==> src/rtl/adc_pkg.sv <==
// Shared types and constants for the ADC capture path: FSM states,
// parameter range limits and accumulator sizing.
package adc_pkg;

    typedef enum logic [1:0] {
        IDLE    = 2'd0,
        CAPTURE = 2'd1,
        DONE    = 2'd2
    } state_t;

    localparam int DATAWIDTH_MIN = 1;
    localparam int DATAWIDTH_MAX = 32;
    localparam int DS_PARAM_MIN  = 0;
    localparam int DS_PARAM_MAX  = 8;

    // Summing 2^ds samples of dw bits needs ds extra bits to never wrap.
    function automatic int acc_width(input int dw, input int ds);
        return dw + ds;
    endfunction

endpackage

==> src/rtl/adc_sample_fifo.sv <==
// Synchronous single-clock FIFO with registered read data and registered
// empty/full/count flags that move on the same edge as the pointers.
module adc_sample_fifo #(
    parameter int WIDTH = 14,
    parameter int DEPTH = 64
) (
    input  logic                   clk,
    input  logic                   rst,
    input  logic                   wr_en_i,
    input  logic [WIDTH-1:0]       wr_data_i,
    input  logic                   rd_en_i,
    output logic [WIDTH-1:0]       rd_data_o,
    output logic                   empty_o,
    output logic                   full_o,
    output logic [$clog2(DEPTH):0] count_o,
    output logic                   drop_o
);

    localparam int AW = $clog2(DEPTH);
    localparam int CW = AW + 1;

    logic [WIDTH-1:0] mem_q [DEPTH];
    logic [AW-1:0]    wr_ptr_q, wr_ptr_d;
    logic [AW-1:0]    rd_ptr_q, rd_ptr_d;
    logic [CW-1:0]    count_q, count_d;
    logic             empty_q, empty_d;
    logic             full_q, full_d;
    logic [WIDTH-1:0] rd_data_q, rd_data_d;
    logic             wr_fire, rd_fire;

    // A full FIFO still accepts a write when a pop happens on the same edge.
    assign wr_fire = wr_en_i && (!full_q || rd_en_i);
    assign rd_fire = rd_en_i && !empty_q;
    assign drop_o  = wr_en_i && !wr_fire;

    always_comb begin
        wr_ptr_d  = wr_ptr_q;
        rd_ptr_d  = rd_ptr_q;
        rd_data_d = rd_data_q;
        count_d   = count_q;
        if (wr_fire) begin
            wr_ptr_d = wr_ptr_q + AW'(1);
        end
        if (rd_fire) begin
            rd_ptr_d  = rd_ptr_q + AW'(1);
            rd_data_d = mem_q[rd_ptr_q];
        end
        case ({wr_fire, rd_fire})
            2'b10:   count_d = count_q + CW'(1);
            2'b01:   count_d = count_q - CW'(1);
            default: count_d = count_q;
        endcase
        empty_d = (count_d == '0);
        full_d  = (count_d == CW'(DEPTH));
    end

    always_ff @(posedge clk) begin
        if (wr_fire) begin
            mem_q[wr_ptr_q] <= wr_data_i;
        end
    end

    always_ff @(posedge clk) begin
        if (rst) begin
            wr_ptr_q  <= '0;
            rd_ptr_q  <= '0;
            count_q   <= '0;
            empty_q   <= 1'b1;
            full_q    <= 1'b0;
            rd_data_q <= '0;
        end else begin
            wr_ptr_q  <= wr_ptr_d;
            rd_ptr_q  <= rd_ptr_d;
            count_q   <= count_d;
            empty_q   <= empty_d;
            full_q    <= full_d;
            rd_data_q <= rd_data_d;
        end
    end

    assign rd_data_o = rd_data_q;
    assign empty_o   = empty_q;
    assign full_o    = full_q;
    assign count_o   = count_q;

endmodule

==> src/rtl/adc_capture.sv <==
// ADC capture: input register, 2^DS_PARAM boxcar decimator, fixed-length
// capture FSM and an output FIFO drained by the consumer via rd_en.
module adc_capture
    import adc_pkg::*;
#(
    parameter int DATAWIDTH  = 14,
    parameter int DS_PARAM   = 4,
    parameter int FIFO_DEPTH = 64,
    parameter int CAP_LEN    = 1024
) (
    input  logic                        clk,
    input  logic                        rst,
    input  logic                        start,
    input  logic [DATAWIDTH-1:0]        adc_data,
    input  logic                        adc_or,
    input  logic                        rd_en,
    output logic [DATAWIDTH-1:0]        rd_data,
    output logic                        fifo_empty,
    output logic                        fifo_full,
    output logic [$clog2(FIFO_DEPTH):0] fifo_count,
    output logic                        busy,
    output logic                        done,
    output logic                        overflow,
    output logic                        over_range,
    output state_t                      dbg_state
);

    localparam int ACC_W = acc_width(DATAWIDTH, DS_PARAM);
    localparam int PH_W  = (DS_PARAM == 0) ? 1 : DS_PARAM;
    localparam int WC_W  = $clog2(CAP_LEN + 1);
    localparam logic [PH_W-1:0] PH_LAST = PH_W'((1 << DS_PARAM) - 1);
    localparam logic [WC_W-1:0] WC_LAST = WC_W'(CAP_LEN - 1);

    state_t           state_q, state_d;
    logic [DATAWIDTH-1:0] s_data_q;
    logic             s_or_q;
    logic             s_valid_q;
    logic [ACC_W-1:0] acc_q, acc_d;
    logic [PH_W-1:0]  phase_q, phase_d;
    logic [WC_W-1:0]  wcnt_q, wcnt_d;
    logic             overflow_q, overflow_d;
    logic             over_range_q, over_range_d;

    logic [ACC_W-1:0]     sum;
    logic [DATAWIDTH-1:0] word;
    logic                 capturing;
    logic                 word_valid;
    logic                 fifo_drop;

    // s_valid_q marks s_data_q as a sample taken after start was accepted,
    // so the pre-capture sample in the input register is never accumulated.
    assign capturing  = (state_q == CAPTURE) && s_valid_q;
    assign word_valid = capturing && (phase_q == PH_LAST);
    assign sum        = (phase_q == '0) ? ACC_W'(s_data_q) : acc_q + ACC_W'(s_data_q);
    assign word       = DATAWIDTH'(sum >> DS_PARAM);

    always_comb begin
        state_d      = state_q;
        acc_d        = acc_q;
        phase_d      = phase_q;
        wcnt_d       = wcnt_q;
        overflow_d   = overflow_q;
        over_range_d = over_range_q;
        case (state_q)
            IDLE: begin
                if (start) begin
                    state_d      = CAPTURE;
                    acc_d        = '0;
                    phase_d      = '0;
                    wcnt_d       = '0;
                    overflow_d   = 1'b0;
                    over_range_d = 1'b0;
                end
            end
            CAPTURE: begin
                if (s_or_q) begin
                    over_range_d = 1'b1;
                end
                if (capturing) begin
                    acc_d   = sum;
                    phase_d = (phase_q == PH_LAST) ? '0 : phase_q + PH_W'(1);
                end
                if (word_valid) begin
                    if (fifo_drop) begin
                        overflow_d = 1'b1;
                    end
                    wcnt_d = wcnt_q + WC_W'(1);
                    if (wcnt_q == WC_LAST) begin
                        state_d = DONE;
                    end
                end
            end
            DONE:    state_d = IDLE;
            default: state_d = IDLE;
        endcase
    end

    always_ff @(posedge clk) begin
        if (rst) begin
            state_q      <= IDLE;
            s_data_q     <= '0;
            s_or_q       <= 1'b0;
            s_valid_q    <= 1'b0;
            acc_q        <= '0;
            phase_q      <= '0;
            wcnt_q       <= '0;
            overflow_q   <= 1'b0;
            over_range_q <= 1'b0;
        end else begin
            state_q      <= state_d;
            s_data_q     <= adc_data;
            s_or_q       <= adc_or;
            s_valid_q    <= (state_q == CAPTURE);
            acc_q        <= acc_d;
            phase_q      <= phase_d;
            wcnt_q       <= wcnt_d;
            overflow_q   <= overflow_d;
            over_range_q <= over_range_d;
        end
    end

    // Consumer side: rd_en with fifo_empty=0 pops one word, visible on
    // rd_data after that edge; rd_en while empty is ignored.
    adc_sample_fifo #(
        .WIDTH (DATAWIDTH),
        .DEPTH (FIFO_DEPTH)
    ) u_fifo (
        .clk       (clk),
        .rst       (rst),
        .wr_en_i   (word_valid),
        .wr_data_i (word),
        .rd_en_i   (rd_en),
        .rd_data_o (rd_data),
        .empty_o   (fifo_empty),
        .full_o    (fifo_full),
        .count_o   (fifo_count),
        .drop_o    (fifo_drop)
    );

    assign busy       = (state_q == CAPTURE);
    assign done       = (state_q == DONE);
    assign overflow   = overflow_q;
    assign over_range = over_range_q;
    assign dbg_state  = state_q;

endmodule
==> config.mk <==
export PLATFORM = sky130hd
export DESIGN_NAME = adc_capture
export DESIGN_NICKNAME = d
export VERILOG_FILES = /design/src/rtl/adc_pkg.sv /design/src/rtl/adc_sample_fifo.sv /design/src/rtl/adc_capture.sv
export SDC_FILE = /design/constraint.sdc
export NUM_CORES = 1
export LEC_CHECK = 0
export BUFFER_PORTS_ARGS = -buffer_cell sky130_fd_sc_hd__buf_2
export CAP_MARGIN = 25
export CORE_MARGIN = 2
export CORE_UTILIZATION = 60
export CTS_BUF_LIST = sky130_fd_sc_hd__clkbuf_8
export DETAILED_ROUTE_END_ITERATION = 6
export GPL_TIMING_DRIVEN = 1
export MAX_ROUTING_LAYER = met4
export PLACE_DENSITY = 0.87
export SLEW_MARGIN = 15
export SYNTH_ARGS = -nofsm -noshare
export SYNTH_HDL_FRONTEND = slang
export SYNTH_SLANG_ARGS = --single-unit
==> constraint.sdc <==
create_clock -name clk -period 7.1 [get_ports clk]
set_input_delay 0.355 -clock clk [delete_from_list [all_inputs] [get_ports clk]]
set_output_delay 0.355 -clock clk [all_outputs]
set_load 0.02 [all_outputs]
### After elaboration in Yosys (flattened, before gate mapping)

Memory sizes are Yosys's and may differ from the RTL's. A register that Yosys moved wholly into a read port is not among the register bits.
Cells that the tools add are included.

| cells by class | value |
|---|---|
| add/subtract/negate cells | 7 |
| equal/unequal tests | 13 |
| mux-type cells | 24 |
| reduce and logical (&&, ||, !) cells | 18 |

Operators by type and width:

| operator | number |
|---|---|
| $mux 18 | 3 |
| $pmux 18 s2 | 1 |
| $mux 11 | 2 |
| $pmux 11 s2 | 1 |
| $add 18x14->18 | 1 |
| $pmux 7 s2 | 1 |
| $add 6x1->6 const B | 2 |
| $mux 4 | 3 |
| $reduce_and 3->1 | 4 |
| $add 11x1->11 const B | 1 |
| $eq 11x10->1 const B | 1 |
| $ne 2x1->1 const B | 5 |
| $pmux 4 s2 | 1 |
| $add 7x1->7 const B | 1 |
| $eq 7x7->1 const B | 1 |
| $logic_not 7->1 | 1 |
| $sub 7x1->7 const B | 1 |
| $mux 1 | 6 |
| $mux 2 | 3 |
| $logic_and 1x1->1 | 5 |
| $add 4x1->4 const B | 1 |
| $eq 2x1->1 const B | 2 |
| $eq 2x2->1 const B | 2 |
| $eq 4x4->1 const B | 1 |
| other kinds (9) | 12 |

| word-level totals | value |
|---|---|
| bits in registers | 74 |
| RAM bits | 896 |
| input port bits | 19 |
| output and inout bits | 29 |
| word-level logic and storage cells | 77 |
| memories | 1 |

Memories:

| name | depth | bits a word | rd ports | clocked after memory_dff | wr ports | RTL line | text |
|---|---|---|---|---|---|---|---|
| u_fifo.mem_q | 64 | 14 | 1 | 1 | 1 | adc_sample_fifo.sv:22 | `logic [WIDTH-1:0] mem_q [DEPTH];` |

### Depth between registers and ports, before layout

| depth | value |
|---|---|
| depth after elaboration | 9 |
| mapped depth | 14 |
| gate-level depth less buffers | 13 |

### By module

Synthesis repeated with hierarchy kept, for this count alone.

| second synthesis, totals | value |
|---|---|
| cells, all modules | 2113 |
| area, all modules | 39188.8 um^2 |

Modules (own cells, without submodules):

| module | instances | cells an instance | area each (um^2) | seq. area each (um^2) |
|---|---|---|---|---|
| adc_sample_fifo | 1 | 1765 | 36318.6 | 27606.5 |
| adc_capture | 1 | 348 | 2870.3 | 1061.0 |

### Worst setup path after synthesis

OpenSTA, ideal clock, no wires.

| path | value |
|---|---|
| path type | flip-flop to flip-flop |
| start point | register s_data_q[0] |
| end point | memory u_fifo.mem_q[0][6], data pin |
| library setup time | 702 ps |
| arrival time | 4357 ps |
| data required time | 6398 ps |
| path slack | 2041 ps |
| cell stages (with the launch flop) | 9 |
| path buffers | 0 |
| period minus slack after synthesis | 5059 ps |
| cells stage by stage | dfxtp_1 > ha_1 > fa_1 > a21o_1 > a31oi_1 > nor2_1 > o31ai_2 > xor2_1 > o21ai_0 |

| on the way | value |
|---|---|
| word-level cells in the longest chain between the ends | 2 |

Ends and longest elaborated chain:

| item | RTL line | text |
|---|---|---|
| start: declaration | adc_capture.sv:35 | `logic [DATAWIDTH-1:0] s_data_q;` |
| start signal: assignment | adc_capture.sv:111 | `s_data_q <= adc_data;` |
| $add 18x14->18 | adc_capture.sv:54 | `assign sum = (phase_q == '0) ? ACC_W'(s_data_q) : acc_q + ACC_W'(s_data_q);` |
| $mux 18 | adc_capture.sv:54 |  |
| via sum[10] | adc_capture.sv:44 | `logic [ACC_W-1:0] sum;` |
| end: declaration | adc_sample_fifo.sv:22 |  |

The timed path passes the listed nets, and every way through them passes these cells.

### Worst setup path after layout

| path | value |
|---|---|
| start point | register phase_q[0] |
| end point | memory u_fifo.mem_q[3][1] (enable) |

| on the way | value |
|---|---|
| word-level cells in the longest chain between the ends | 5 |

Ends and longest elaborated chain:

| item | RTL line | text |
|---|---|---|
| start: declaration | adc_capture.sv:39 | `logic [PH_W-1:0] phase_q, phase_d;` |
| start signal: assignment | adc_capture.sv:115 | `phase_q <= phase_d;` |
| $eq 4x4->1 | adc_capture.sv:53 | `assign word_valid = capturing && (phase_q == PH_LAST);` |
| $logic_and 1x1->1 | adc_capture.sv:53 |  |
| $logic_and 1x1->1 | adc_sample_fifo.sv:32 | `assign wr_fire = wr_en_i && (!full_q \|\| rd_en_i);` |
| $mux 1 | adc_sample_fifo.sv:58 | `if (wr_fire) begin` |
| $mux 1 (implied by the code) | adc_sample_fifo.sv:59 | `mem_q[wr_ptr_q] <= wr_data_i;` |

Every way passes these cells.

==> impl_metrics.json <==
{
  "fp.dieW_um": 259.7,
  "max_slew_margin_pct": 24.47,
  "clock-sinks": 984,
  "vdd_drop_max_mv": 0.2487,
  "drive_gt1_share_pct": 22.51,
  "die-height_um": 259.7,
  "path_clk_slew_ns": 0.07,
  "num_vias": 22550,
  "synth_cell_types": 73,
  "routedWlPerCell_um": 28.69,
  "yosysTopAreaCellShare_pct": 68.56,
  "worstSetupPathType": "register to register",
  "antenna_found_initial": 2,
  "finalPower_mw": 10.84,
  "power_density_nw_per_um2": 248.0,
  "numCtsBuffers": 147,
  "finalHoldViolCount": 0,
  "worstHoldPathCells": 3,
  "grt_pass1_vias": 22510,
  "drt_iter0_drc": 3336,
  "dpl.hpwl_um": 54670,
  "critPathBufInv": 2,
  "remaining_drc_errors": 0,
  "io_pins": 48,
  "avgSynthCellArea_um2": 17.83,
  "fin_tns_setup_ns": 0,
  "gp_congestion": 0.9194,
  "synth-edff-count": 896,
  "dieArea_um2": 67460,
  "end_kind": "register",
  "grt.total_usage_pct": 29.64,
  "syn_inst": 2201,
  "grt_pass1_wl_um": 141200,
  "num_rows": 93,
  "async_flop_share_pct": 0,
  "slew_violations": 0,
  "setup_ws_ns": 3.202,
  "clk_path_buf_depth": 3,
  "cp_data_required_time_ns": 7.59,
  "cap_violations": 0,
  "ant_nets": 0,
  "synth_largest_area_cell": "edfxtp_1",
  "p_leak_nw": 14.26,
  "postLayoutCellArea_um2": 43710,
  "coreArea_um2": 64580,
  "ys.flop_type": "edfxtp_1",
  "drt-total-wl_um": 95780,
  "min_period_over_period_pct": 54.90,
  "max_freq_mhz": 256.6,
  "grt.overflow.total": 0,
  "rsz0062_at_grt": "false",
  "syn2layout_area_growth_pct": 11.40,
  "status": "complete, no violations",
  "crit_family": "simple AND/OR/NAND/NOR gates",
  "cpPeakStageDelay_ns": 0.82,
  "syn_area_um2": 39240,
  "drt_pass1_iterations": 6,
  "reg2reg_depth": 8,
  "cts_htree_levels": 4,
  "root_buffer": "clkbuf_8",
  "fin_worst_skew_ns": 0.04589,
  "vias_per_cell": 6.753,
  "syn-num-nets": 2243,
  "finalSetupViolCount": 0,
  "clk_latency_ns": 0.84,
  "slowest_stage": "nor2_1",
  "min_path_type": "input port to register",
  "port_buffers": 47,
  "cts_resized": 0,
  "cp_max_fo": 9,
  "synthTopCellsByArea": "edfxtp_1 69%, mux4_2 8.8%, dfxtp_1 4.5%, mux2i_1 3.3%, nor2_1 1.2%",
  "cp.depth": 8,
  "ys_ff_latch": 984,
  "tightestPinTransition_ns": 1.128,
  "cts_tree": "yes",
  "grt_max_degree": 127,
  "start_kind": "register",
  "path_cells": "ha_1 -> nand3_1 -> nor3_4 -> inv_2 -> nor2_1 -> nand3_1 -> nor2_1 -> buf_6",
  "pre_cts_slack_ns": 3.285,
  "layout.nets": 2416,
  "finalCoreUtilization_pct": 67.69,
  "crit_arrival_ns": 4.39,
  "period_needed_ns": 3.898,
  "ys_warn_count": 0,
  "placedInstanceArea_um2": 40740,
  "yosysSeqAreaShare_pct": 73.05,
  "initial_utilization_pct": 60.76
}
sequential cells by signal (all words and copies together) (netlist names):
name	count
u_fifo.full_o	1
u_fifo.rd_data_o	14
overflow	1
over_range	1
acc_q	18
u_fifo.mem_q	896
u_fifo.count_o	7
u_fifo.empty_o	1
u_fifo.rd_ptr_q	6
s_data_q	14
dbg_state	2
s_or_q	1
s_valid_q	1
phase_q	4
wcnt_q	11
u_fifo.wr_ptr_q	6
cell type report:
cell class | instances | area [um^2]
well taps | 855 | 1070
repair buffers | 154 | 1230
diodes | 1 | 2.502
clock buffers | 162 | 2230
multi-input cells | 1070 | 9938
flip-flops and latches | 984 | 28680
fillers | 3756 | 20870
clock inverters | 96 | 498.0
inverters | 17 | 63.81
final timing paths:
kind / start / to / slack (ns)
hold reg to reg: s_or_q / over_range / 0.44
hold / removal: rst / wcnt_q[0] / 0.15
setup reg to reg: phase_q[0] / u_fifo.mem_q[3][1] / 3.20
setup / recovery: phase_q[0] / u_fifo.mem_q[3][1] / 3.20
layout by cell type, fill, tap and decap left out, types with 12 or more instances in the layout:
cell	Yosys	final
buf_2	18	48
clkinv_1	1	28
buf_6	20	19
ha_1	22	22
o22ai_1	38	38
dfxtp_1	88	83
o21bai_1	16	16
inv_1	15	64
a22oi_1	35	35
nand2_1	91	88
o221ai_1	24	24
nor2b_1	26	24
xnor2_1	19	19
a211oi_1	23	23
edfxtp_1	896	896
xor2_1	19	19
mux4_2	153	153
dlygate4sd3_1	0	17
clkinv_2	0	12
nor3_1	16	16
a21oi_1	81	78
mux2_2	42	42
mux2i_1	131	131
nor2_1	128	114
buf_4	11	64
nand3_1	33	33
o21ai_0	45	41
clkbuf_8	0	162
a32oi_1	14	14
through the flow:
stage          hold slack, ns  instances
3_5_place_dp           0.4232       3059
4_1_cts                0.1031       3334
6_report               0.1482       3339
5_1_grt                0.1913       3339
3_3_place_gp           0.4130       3024
2_1_floorplan          0.4014       2201
cell usage after synthesis, types with 33 or more instances:
library cell / n
dfxtp_1: 88
nand3_1: 33
a21oi_1: 81
nor2_1: 128
o22ai_1: 38
nand2_1: 91
clkbuf_1: 67
edfxtp_1: 896
a22oi_1: 35
mux4_2: 153
mux2_2: 42
mux2i_1: 131
o21ai_0: 45
cells by family after synthesis:
family / share of synthesized area (%)
buffers and inverters: 2.021
AND/OR/NAND/NOR: 4.091
XOR/XNOR: 0.8481
multiplexers: 13.46
adder cells (fa/ha/maj): 0.7525
AO/OA/AOI/OAI: 5.771
flip-flops: 73.05
where the power goes:
group	internal [mW]	switching, mW
logic	0.0359	0.143
registers	6.31	0.00580
clock network	2.23	2.11
repair_timing:
action                                  4_1_cts  5_1_grt
setup buffers                                 0        0
hold buffers                                 17        0
endpoints found under the setup margin        0        0
endpoints found under the hold margin        18        0
metal layers:
layer  track usage (%)  routed length (um)
met5                 -                   0
met4             13.65                4033
met3             6.793               11550
met2             45.49               47110
met1             38.06               33090
worst reg2reg max path: stages, from the launching register on:
cell and delay [ns]:
dfxtp_1 0.41, ha_1 0.27, nand3_1 0.26, nor3_4 0.52, inv_2 0.10, nor2_1 0.24, nand3_1 0.70, nor2_1 0.83
buf_6 0.25
No activity file was read; power rests on OpenSTA's default activity.
